<file path="src/rtl/bus_trace_hex_dumper.sv">
// Reads bus-cycle records from the trace RAM and streams each one as a 22-byte ASCII hex line
// ("AAAAAAAA DDDDDDDD RE\r\n") to the UART over a valid/ready handshake.
module bus_trace_hex_dumper #(
  parameter int unsigned ADDR_BITS = 8
) (
  input  logic                 clk,
  input  logic                 reset,
  input  logic                 dump_start,
  input  logic [ADDR_BITS:0]   rec_count,
  output logic [ADDR_BITS-1:0] mem_addr,
  output logic                 mem_rd,
  input  logic [31:0]          mem_addr_word,
  input  logic [31:0]          mem_data_word,
  input  logic [1:0]           mem_flags,
  output logic [7:0]           tx_data,
  output logic                 tx_valid,
  input  logic                 tx_ready,
  output logic                 busy,
  output logic                 done
);

  localparam logic [2:0] StIdle   = 3'd0;
  localparam logic [2:0] StFetch  = 3'd1;
  localparam logic [2:0] StWait   = 3'd2;
  localparam logic [2:0] StEmit   = 3'd3;
  localparam logic [2:0] StFinish = 3'd4;

  localparam logic [4:0] LastChar = 5'd21;

  logic [2:0]         state_q, state_d;
  logic               start_prev_q;
  logic [ADDR_BITS:0] cnt_q, cnt_d;
  logic [ADDR_BITS:0] idx_q, idx_d;
  logic [ADDR_BITS:0] idx_inc;
  logic [4:0]         char_q, char_d;
  logic [31:0]        rec_addr_q, rec_addr_d;
  logic [31:0]        rec_data_q, rec_data_d;
  logic [1:0]         rec_flags_q, rec_flags_d;
  logic [7:0]         tx_data_q, tx_data_d;
  logic               tx_valid_q, tx_valid_d;
  logic               busy_q, busy_d;
  logic               done_q, done_d;
  logic               start_edge;
  logic [7:0]         char_byte;
  logic [2:0]         addr_nib;
  logic [2:0]         data_nib;

  function automatic logic [7:0] hex_char(input logic [3:0] nib);
    return (nib < 4'd10) ? (8'h30 + {4'h0, nib}) : (8'h37 + {4'h0, nib});
  endfunction

  assign start_edge = dump_start & ~start_prev_q;
  assign idx_inc    = idx_q + 1'b1;

  // Chars 0..7 select address nibbles MSB first; chars 9..16 do the same for data.
  assign addr_nib = 3'd7 - char_q[2:0];
  assign data_nib = 3'd7 - (char_q[2:0] - 3'd1);

  always_comb begin
    char_byte = 8'h00;
    if (char_q <= 5'd7) begin
      char_byte = hex_char(rec_addr_q[{addr_nib, 2'b00} +: 4]);
    end else if (char_q == 5'd8 || char_q == 5'd17) begin
      char_byte = 8'h20;
    end else if (char_q <= 5'd16) begin
      char_byte = hex_char(rec_data_q[{data_nib, 2'b00} +: 4]);
    end else if (char_q == 5'd18) begin
      char_byte = rec_flags_q[0] ? 8'h52 : 8'h57;
    end else if (char_q == 5'd19) begin
      char_byte = rec_flags_q[1] ? 8'h45 : 8'h2D;
    end else if (char_q == 5'd20) begin
      char_byte = 8'h0D;
    end else begin
      char_byte = 8'h0A;
    end
  end

  always_comb begin
    state_d     = state_q;
    cnt_d       = cnt_q;
    idx_d       = idx_q;
    char_d      = char_q;
    rec_addr_d  = rec_addr_q;
    rec_data_d  = rec_data_q;
    rec_flags_d = rec_flags_q;
    tx_data_d   = tx_data_q;
    tx_valid_d  = tx_valid_q;
    busy_d      = busy_q;
    done_d      = 1'b0;
    case (state_q)
      StIdle: begin
        if (start_edge) begin
          cnt_d   = rec_count;
          idx_d   = '0;
          busy_d  = 1'b1;
          state_d = (rec_count == '0) ? StFinish : StFetch;
        end
      end
      StFetch: state_d = StWait;
      StWait: begin
        rec_addr_d  = mem_addr_word;
        rec_data_d  = mem_data_word;
        rec_flags_d = mem_flags;
        char_d      = 5'd0;
        state_d     = StEmit;
      end
      StEmit: begin
        if (!tx_valid_q) begin
          tx_data_d  = char_byte;
          tx_valid_d = 1'b1;
        end else if (tx_ready) begin
          tx_valid_d = 1'b0;
          if (char_q == LastChar) begin
            idx_d   = idx_inc;
            state_d = (idx_inc == cnt_q) ? StFinish : StFetch;
          end else begin
            char_d = char_q + 5'd1;
          end
        end
      end
      StFinish: begin
        busy_d  = 1'b0;
        done_d  = 1'b1;
        state_d = StIdle;
      end
      default: state_d = StIdle;
    endcase
  end

  always_ff @(posedge clk) begin
    if (reset) begin
      state_q      <= StIdle;
      start_prev_q <= 1'b1;
      cnt_q        <= '0;
      idx_q        <= '0;
      char_q       <= 5'd0;
      rec_addr_q   <= 32'h0;
      rec_data_q   <= 32'h0;
      rec_flags_q  <= 2'b00;
      tx_data_q    <= 8'h00;
      tx_valid_q   <= 1'b0;
      busy_q       <= 1'b0;
      done_q       <= 1'b0;
    end else begin
      state_q      <= state_d;
      start_prev_q <= dump_start;
      cnt_q        <= cnt_d;
      idx_q        <= idx_d;
      char_q       <= char_d;
      rec_addr_q   <= rec_addr_d;
      rec_data_q   <= rec_data_d;
      rec_flags_q  <= rec_flags_d;
      tx_data_q    <= tx_data_d;
      tx_valid_q   <= tx_valid_d;
      busy_q       <= busy_d;
      done_q       <= done_d;
    end
  end

  assign mem_addr = idx_q[ADDR_BITS-1:0];
  assign mem_rd   = (state_q == StFetch);
  assign tx_data  = tx_data_q;
  assign tx_valid = tx_valid_q;
  assign busy     = busy_q;
  assign done     = done_q;

endmodule
</file>
<file path="config.mk">
export PLATFORM = sky130hd
export DESIGN_NAME = bus_trace_hex_dumper
export DESIGN_NICKNAME = d
export VERILOG_FILES = /design/src/rtl/bus_trace_hex_dumper.sv
export SDC_FILE = /design/constraint.sdc
export NUM_CORES = 1
export LEC_CHECK = 0
export ABC_AREA = 1
export CORE_MARGIN = 3
export CORE_UTILIZATION = 53
export CTS_CLUSTER_SIZE = 20
export DETAILED_ROUTE_END_ITERATION = 6
export PLACE_DENSITY = 0.81
export SYNTH_ARGS = -nofsm -noshare
export SYNTH_HDL_FRONTEND = slang
export SYNTH_SLANG_ARGS = --single-unit
</file>
<file path="constraint.sdc">
create_clock -name clk -period 2.5 [get_ports clk]
set_input_delay 0.75 -clock clk [delete_from_list [all_inputs] [get_ports clk]]
set_output_delay 0.75 -clock clk [all_outputs]
set_load 0.01 [all_outputs]
</file>
Yosys cells after proc, flatten, opt, wreduce, memory -nomap -nowiden
Cells that the tools add are included.

word-level totals
  flip-flop bits (word level) = 104
  bits of input ports = 79
  output and inout port bits = 20

cells by class
  $add $sub $neg = 9
  magnitude comparators = 4
  eq/ne operators = 16
  shift-type cells = 2
  mux-type cells = 31
  bitwise logic cells = 3
  reductions and logical operators = 12

operators with widths
  cell                                                             number
  variable part select 32 x 6 -> 4 bit                             2
  2-to-1 mux 7 bit                                                 8
  2-to-1 mux 9 bit                                                 4
  adder 6 x 4 -> 7 bit (first input constant)                      4
  equality test 5 bit (second input constant)                      5
  2-to-1 mux 3 bit                                                 8
  one-hot mux 9 bit (2 select lines)                               1
  2-to-1 mux 5 bit                                                 3
  one-hot mux 3 bit (4 select lines)                               1
  != test 2 bit (second input constant)                            5
  one-hot mux 5 bit (2 select lines)                               1
  adder 9 x 1 -> 9 bit (second input constant)                     1
  equality test 9 bit                                              1
  zero test 9 bit                                                  1
  less-than comparator 4 bit (second input constant)               2
  AND reduction 4 bit                                              2
  equality test 3 x 2 -> 1 bit (second input constant)             2
  AND reduction 2 bit                                              3
  nonzero test 2 bit                                               3
  subtractor 3 bit (first input constant)                          2
  adder 5 x 1 -> 5 bit (second input constant)                     1
  equality test 5 x 4 -> 1 bit (second input constant)             1
  less-or-equal comparator 5 x 3 -> 1 bit (second input constant)  1
  less-or-equal comparator 5 bit (second input constant)           1
  10 further kinds                                                 14

Longest topological paths before layout
Gate-level depths: netlist (run 1).

  depth after elaboration = 8
  gate-level depth with buffers = 16
  gate-level depth less buffers = 15

Least setup slack after synthesis (run 1)
OpenSTA, ideal clock, no wires.

  kind = register -> register
  start point = reg char_q[0]
  end point = reg tx_data_q[1] (netlist: tx_data[1])
  library setup time = 0.070 ns
  arrival = 2.132 ns
  required time = 2.430 ns
  setup slack = 0.298 ns
  cell stages (with the launch flop) = 15
  cells stage by stage = dfxtp_1 > inv_1 > buf_2 > ha_1 > buf_2 > inv_2 > a21oi_1 > o21ai_0 > nand2_1 > o21ai_1 > ha_1 > nand3b_1 > nand3_1 > nand3_1 > a21oi_1

between the ends
  longest elaborated chain between the ends = 8
  elaborated cells between the ends (all ways) = 27
  those cells by class = 7 x add/sub; 4 x order compare; 5 x eq/ne; 2 x shift; 8 x mux; 1 x reduce/logical

ends and longest elaborated chain
  element                                                             RTL line  RTL
  from (decl)                                                         35        logic [4:0] char_q, char_d;
  from (signal assigned)                                              149       char_q <= char_d;
  subtractor 3 x 1 -> 3 bit                                           57        assign data_nib = 3'd7 - (char_q[2:0] - 3'd1);
  subtractor 3 bit                                                    57
  variable part select 32 x 6 -> 4 bit                                66        char_byte = hex_char(rec_data_q[{data_nib, 2'b00} +: 4]);
  adder 6 x 4 -> 7 bit or less-than comparator 4 bit (tied branches)  49        return (nib < 4'd10) ? (8'h30 + {4'h0, nib}) : (8'h37 + {4'h0, nib});
  2-to-1 mux 7 bit                                                    49
  2-to-1 mux 7 bit                                                    65        end else if (char_q <= 5'd16) begin
  2-to-1 mux 7 bit                                                    63        end else if (char_q == 5'd8 || char_q == 5'd17) begin
  2-to-1 mux 7 bit *                                                  61        if (char_q <= 5'd7) begin
  to (signal assigned)                                                153       tx_data_q <= tx_data_d;
  to (decl)                                                           39        logic [7:0] tx_data_q, tx_data_d;

Mark *: on every way between the ends. The rest lies on a longest branch, timed or not.
A chain may end at the register's enable or synchronous reset.

Final worst setup path (run 1)
  start point = reg state_q[0]
  end point = out mem_rd

between the ends
  longest elaborated chain between the ends = 1

ends and longest elaborated chain
  element                       RTL line  RTL
  from (decl)                   30        logic [2:0] state_q, state_d;
  from (signal assigned)        132       state_q <= StIdle;
  from (signal assigned)        145       state_q <= state_d;
  equality test 3 x 1 -> 1 bit  161       assign mem_rd = (state_q == StFetch);
  to (decl)                     11        output logic mem_rd,

Every way passes these cells.

==> results of run 1 <==
-- final timing paths --
check	endpoint	slack (ns)	cells past startpoint
max reg2reg	tx_data[2]	0.16	12
max	mem_rd	0.13	3
min reg2reg	rec_addr_q[3]	0.46	2
min	rec_addr_q[3]	0.46	2
-- worst max-delay path: cells and delay by family, from the launching register on --
kind | cells | cell delay [ns]
buf+inv | 2 | 0.64
flops | 1 | 0.41
simple gates | 1 | 0.21
-- registers in the layout, summed over array words and instances, names as in the netlist --
register and count:
rec_flags_q 2, state_q 3, busy 1, tx_valid 1
tx_data 7, idx_q 9, rec_addr_q 32, rec_data_q 32
char_q 5, start_prev_q 1, done 1, cnt_q 9
-- through the flow --
stage | instance area [µm²] | hold slack, ns | util, %
6_report | 6581 | 0.4590 | 67.02
5_1_grt | 6581 | 0.4766 | 67.02
4_1_cts | 6580 | 0.4564 | 67.01
3_5_place_dp | 6394 | 0.4430 | 65.11
3_3_place_gp | 6394 | 0.4398 | 65.11
2_1_floorplan | 5385 | 0.4292 | -
-- Yosys cell counts (2+ instances only) --
| cell type | count | area [µm²] |
|---|---|---|
| a21oi_1 | 79 | 395.4 |
| a21oi_2 | 3 | 26.28 |
| a31oi_1 | 3 | 18.77 |
| buf_2 | 9 | 45.04 |
| buf_4 | 10 | 75.07 |
| buf_6 | 3 | 33.78 |
| buf_8 | 2 | 30.03 |
| clkbuf_1 | 21 | 78.83 |
| clkinv_1 | 2 | 7.510 |
| dfxtp_1 | 103 | 2062 |
| ha_1 | 7 | 87.58 |
| inv_1 | 79 | 296.5 |
| inv_2 | 13 | 48.80 |
| nand2_1 | 135 | 506.7 |
| nand2_2 | 11 | 68.82 |
| nand2_4 | 3 | 33.78 |
| nand3_1 | 53 | 265.3 |
| nand3_2 | 2 | 20.02 |
| nand3b_1 | 5 | 37.54 |
| nand4_1 | 4 | 25.02 |
| nor2_1 | 83 | 311.6 |
| nor2_2 | 5 | 31.28 |
| nor2_4 | 7 | 78.83 |
| nor3_1 | 2 | 10.01 |
| nor3b_1 | 2 | 15.01 |
| nor4_1 | 2 | 12.51 |
| o211ai_1 | 10 | 75.07 |
| o211ai_2 | 3 | 37.54 |
| o21ai_0 | 97 | 485.5 |
| o21ai_1 | 4 | 20.02 |
| o21bai_1 | 2 | 15.01 |
-- area by class of cell --
cell class,count,share of cell area (%)
clock inverters,2,0.2091
inverters,95,5.494
flip-flops and latches,103,31.35
well taps,133,2.529
clock buffers,14,2.624
multi-input cells,533,40.95
repair buffers,112,16.84
-- logic make-up after synthesis --
group / Yosys count
flops: 103
xor+xnor: 1
buf+inv: 141
fa+ha+maj: 7
other cells: 1
compound gates: 206
simple gates: 318
-- routing by layer --
layer / up-vias / part of all wire (%) / track usage, %
met5: - / 0 / 0
met2: 169 / 48 / 41.77
met1: 2401 / 44 / 31.53
met4: 0 / 2.2 / 9.315
met3: 25 / 5.2 / 3.311
li1: 2677 / - / -
-- what timing repair did --
action	in CTS	in global routing
hold endpoints to repair	0	0
gates resized for setup	0	1
setup endpoints to repair	0	1
-- power by group --
group	switching, W	internal (W)
sequential	0.000162	0.00202
combinational	0.000992	0.000621
clock	0.000561	0.000446
total	0.00171	0.00309
==> impl_results.md, run 1 <==
* Clock transition at path regs at 0.09 ns
* Peak Freq at 0.4216 GHz
* Hold Crit Class: register to register
* Asr flop ratio synth at 0%
* Most common cell after layout, fill and taps aside: nand2_1
* Post-route setup slack at 0.1283 ns
* Critical path startpoint: state_q[0]
* Ant. Diodes at 0
* Die area at approximately 11,000 µm²
* Initial antenna violation count at 0
* Clk sink count at 103
* CTS tree: built
* Starting Density at 54.84%
* Final ANT Viol Nets at 0
* Peak supply drop at 0.5326 mV
* Placer Congestion at around 0.87
* Place WS at 0.1962 ns
* CTS buffer count at 9
* Mapped Cells at 777
* Post-synth EDFFs at 0
* Overall Global Routing Usage at 24.51%
* Synth warn at 0
* Reg2Reg Launch Point: char_q[1]
* Post-route clock period utilization at between 90 and 100%
* FP Rows at 36
* Slew Limit Fails at 0
* Fillers at 894
* CP max stage delay at slightly below 0.6 ns
* Die width at 106.8 µm
* Synth cell types at 44
* Element type at the critical path start: register
* Worst clock skew at 0.01177 ns
* IO Count at 99
* Outcome: completed
* Hold Crit Start: rec_addr_q[3]
* Core ar. at 9819 µm²
* First-pass GRT wire length at 22,940 µm
* Hold violation count in the final report at 0
* Critical Path RT at roughly 1.8 ns
* Avg WL per Cell at 13.70 µm
* Power, Total at ~0.0048 W
* H-tree levels at 3
* Maximum number of pins on one net before global-route repair at 50
* Vias in the first global route at 5,041
* Multi-input gate area at 2695 µm²
* Pwr Density at 730.3 nW/µm²
* Adder-cell share of the synthesized area at between 1.5 and 2%
* Main combinational cell family by area after synthesis: simple AND/OR/NAND/NOR gates
* Max Buffers Root-to-Sink at 2
* Post-Synth Simple-Gate Area at 27.35%
* Post-Route WL at around 14,000 µm
* Lkg Pwr at 2.619 nW
* Reg area at 2063 µm²
* Critical-path top delay cell: clkdlybuf4s50_1
* Mux share of post-synthesis cell area at 0%
* Final nets at 940
* Residual DRC at 0
* Die Ht at 106.8 µm
* Crit end category: output port
* DR vias at roughly 5,300
* Area Overhead vs Synth at 22.21%
* Sequential fraction of the synthesis area at between 30% and 40%
* Syn Nets at 863
* # placed instances at between 900 and 1,000
* DR pass1 iterations at 7
* PortBufs at 97
* Cts hold-fix bufs at 0
* Ys flop type: dfxtp_1
* DR iter-0 viols at between 300 and 400
* Drt via density at roughly 5.3
* Post-DP HPWL at 10,030 µm
* Cell area after synthesis at around 5400 µm²
* Non-filler cells in the finished layout at 992
* Post-CTS Setup Inserts at 0
* Crit path time final at 2.372 ns
* Synth Area in Compound Gates at 20.84%
* Syn avg cell area at 6.931 µm²
* Max_cap viols at 0
* Worst skew pair latency at 0.37 ns
* RSZ-0062 raised after global routing: false
* Most frequent cells in the layout: 135 x nand2_1, 102 x dfxtp_1, 97 x o21ai_0, 97 x clkdlybuf4s50_1, 83 x nor2_1
* Crit Path Max Fanout at 4
* XOR/XNOR Fraction of Synth Area at less than 1%
* Overflow after GRT at 0
* CP cell instances: inv_1, nor3_1, clkdlybuf4s50_1
* Worst EP arrival at 1.62 ns
* Setup Crit Path Kind: register to output port
* Clock tree root driver cell: clkbuf_8
* Yosys reg bits at 103
* Setup TNS at 0 ns
* Layout cell share with drive strength beyond 1 at 9.895%
* Final setup viols at 0
Power figures use the tool's default switching activity.
==> run 2: changes to the inputs <==
CORE_MARGIN = 2   (was 3)
==> impl_results.md, run 2 (synthesis results as in run 1) <==
* Setup Crit Path Kind: register to output port
* Top Registers: rec_addr_q: 32 flops, rec_data_q: 32 flops
* Final ANT Viol Nets at 0 (unchanged)
* Core ar. at 9819 µm² (unchanged)
* Vias in the first global route at 4,912 (-2.6%)
* Starting Density at 54.84% (unchanged)
* Clock transition at path regs at 0.09 ns (about the same)
* CTS tree: built
* Multi-input gate area at 2695 µm² (unchanged)
* Final nets at 937 (-0.32%)
* Slew Limit Fails at 0 (unchanged)
* CTS buffer count at 9 (unchanged)
* Cts hold-fix bufs at 0 (unchanged)
* Hold violation count in the final report at 0 (unchanged)
* First-pass GRT wire length at 22,410 µm (-2.3%)
* Setup TNS at 0 ns (unchanged)
* Die Ht at 104.8 µm (-1.9%)
* DR iter-0 viols at 234 (-25%)
* PortBufs at 97 (unchanged)
* Worst EP arrival at 1.61 ns (about the same)
* R2R Setup Slk at 0.22 ns (+0.06 ns)
* Clk sink count at 103 (unchanged)
* Critical-path top delay cell: clkdlybuf4s50_1
* Area Overhead vs Synth at 22.61%
* Pwr Density at 755.9 nW/µm² (+3.5%)
* Worst clock skew at 0.01823 ns (+0.006461 ns)
* Residual DRC at 0 (unchanged)
* Element type at the critical path start: register
* Peak supply drop at 0.4221 mV (-21%)
* Most common cell after layout, fill and taps aside: nand2_1
* Overall Global Routing Usage at 24.44% (-0.069 points)
* Worst skew pair latency at 0.37 ns (about the same)
* CP cell instances: inv_1, nor3_1, clkdlybuf4s50_1
* Lkg Pwr at 2.617 nW (about the same)
* Final setup viols at 0 (unchanged)
* Max_cap viols at 0 (unchanged)
* Placed inst area at 6371 µm² (-0.35%)
* Max Buffers Root-to-Sink at 2 (unchanged)
* Crit Path Max Fanout at 4 (unchanged)
* Placer Congestion at 0.8677 (+0.13%)
* Critical Path RT at 1.75 ns (about the same)
* Post-route clock period utilization at 94.59% (-0.28 points)
* Die width at 104.8 µm (-1.9%)
* IO Count at 99 (unchanged)
* Outcome: completed
* Peak Freq at 0.4229 GHz (+0.30%)
* CP max stage delay at 0.59 ns (about the same)
* Clock tree root driver cell: clkbuf_8
* RSZ-0062 raised after global routing: false
* Non-filler cells in the finished layout at 987 (-0.50%)
* DR vias at 5,179 (-1.8%)
* Initial antenna violation count at 0 (unchanged)
* Overflow after GRT at 0 (unchanged)
* Post-DP HPWL at 9558 µm (-4.7%)
* WP buf/inv at 2 (unchanged)
* DR pass1 iterations at 4 (-3)
* Crit end category: output port
* Die area at 10,980 µm² (-3.7%)
* Layout cell share with drive strength beyond 1 at 9.485% (-0.41 points)
* Post-Route WL at 13,140 µm (-3.3%)
* Finished Cell Area at 6603 µm² (+0.32%)
* Drt via density at 5.247 (-1.3%)
* Most frequent cells in the layout: 135 x nand2_1, 102 x dfxtp_1, 97 x o21ai_0, 97 x clkdlybuf4s50_1, 83 x nor2_1
* Crit path time final at 2.365 ns (-0.007045 ns)
* Delay-heaviest family, CP: buffers and inverters
* Reg area at 2063 µm² (unchanged)
* Fillers at 899 (+0.56%)
* H-tree levels at 3 (unchanged)
* Ant. Diodes at 0 (unchanged)
* Hold Crit Class: register to register
* Avg WL per Cell at 13.31 µm (-2.8%)
* # placed instances at 973 (-0.31%)
* Maximum number of pins on one net before global-route repair at 86 (+72%)
* FP Rows at 36 (unchanged)
## run 2: cell count changes in the layout (fill, tap and decap cells not counted), moves of 2 or more
cell,previous run,this run
buf_4,13,10
bufinv_16,0,3
clkbuf_1,2,0
clkbuf_8,12,9
## run 2: final timing paths
kind	start	endpoint	depth (start not counted)
worst max register to register	char_q[1]	tx_data[2]	12
worst min register to register	rec_addr_q[10]	rec_addr_q[10]	2
worst max-delay path	state_q[0]	mem_rd	3
worst min-delay path	rec_addr_q[10]	rec_addr_q[10]	2
## run 2: layer usage
layer	vias up	wire length, µm	GRT usage (%)
met3	24	533	3.556
met4	0	310	8.190
met1	2349	6016	31.50
li1	2673	-	-
met5	-	0	0
met2	133	6278	41.84
## run 2: area by class of cell
type | instances | share of cell area [%]
Clock buffer | 9 | 1.876
Clock inverter | 5 | 1.611
Inverter | 95 | 5.477
Multi-Input combinational cell | 533 | 40.82
Sequential cell | 103 | 31.25
Tap cell | 133 | 2.520
Timing Repair Buffer | 109 | 16.45
## run 2: where the power goes
part | leakage, nW | switching [W] | total (W) | internal (W)
clock network | 0.112 | 0.000562 | 0.00122 | 0.000658
logic | 1.66 | 0.000974 | 0.00159 | 0.000612
registers | 0.841 | 0.000161 | 0.00219 | 0.00202
total | 2.62 | 0.00170 | 0.00499 | 0.00329
## run 2: metrics by stage
step,power [W],hold slack [ns],setup slack (ns),utilization [%]
5_1_grt,0.005328,0.4806,0.03178,67.24
4_1_cts,0.005000,0.4583,0.02708,67.23
2_1_floorplan,0.003287,0.4292,0.2979,-
3_5_place_dp,0.003785,0.4452,0.2034,64.88
3_3_place_gp,0.003722,0.4406,0.2609,64.88
6_report,0.004991,0.4549,0.1353,67.24
## run 2: repair_timing
| item | in CTS | in global routing |
|---|---|---|
| resized for setup | 0 | 1 |
| setup endpoints to repair | 0 | 1 |
| setup buffers | 0 | 0 |
## run 2: worst register-to-register path: stages (launching register included)
cell and delay (ns):
dfxtp_1 0.35, clkinv_1 0.09, ha_1 0.40, inv_2 0.18, a21oi_1 0.06, o21ai_0 0.08, nand2_1 0.06, o21ai_1 0.24
ha_1 0.28, xor2_1 0.20, nand3_1 0.10, nand3_1 0.08, a21oi_1 0.07
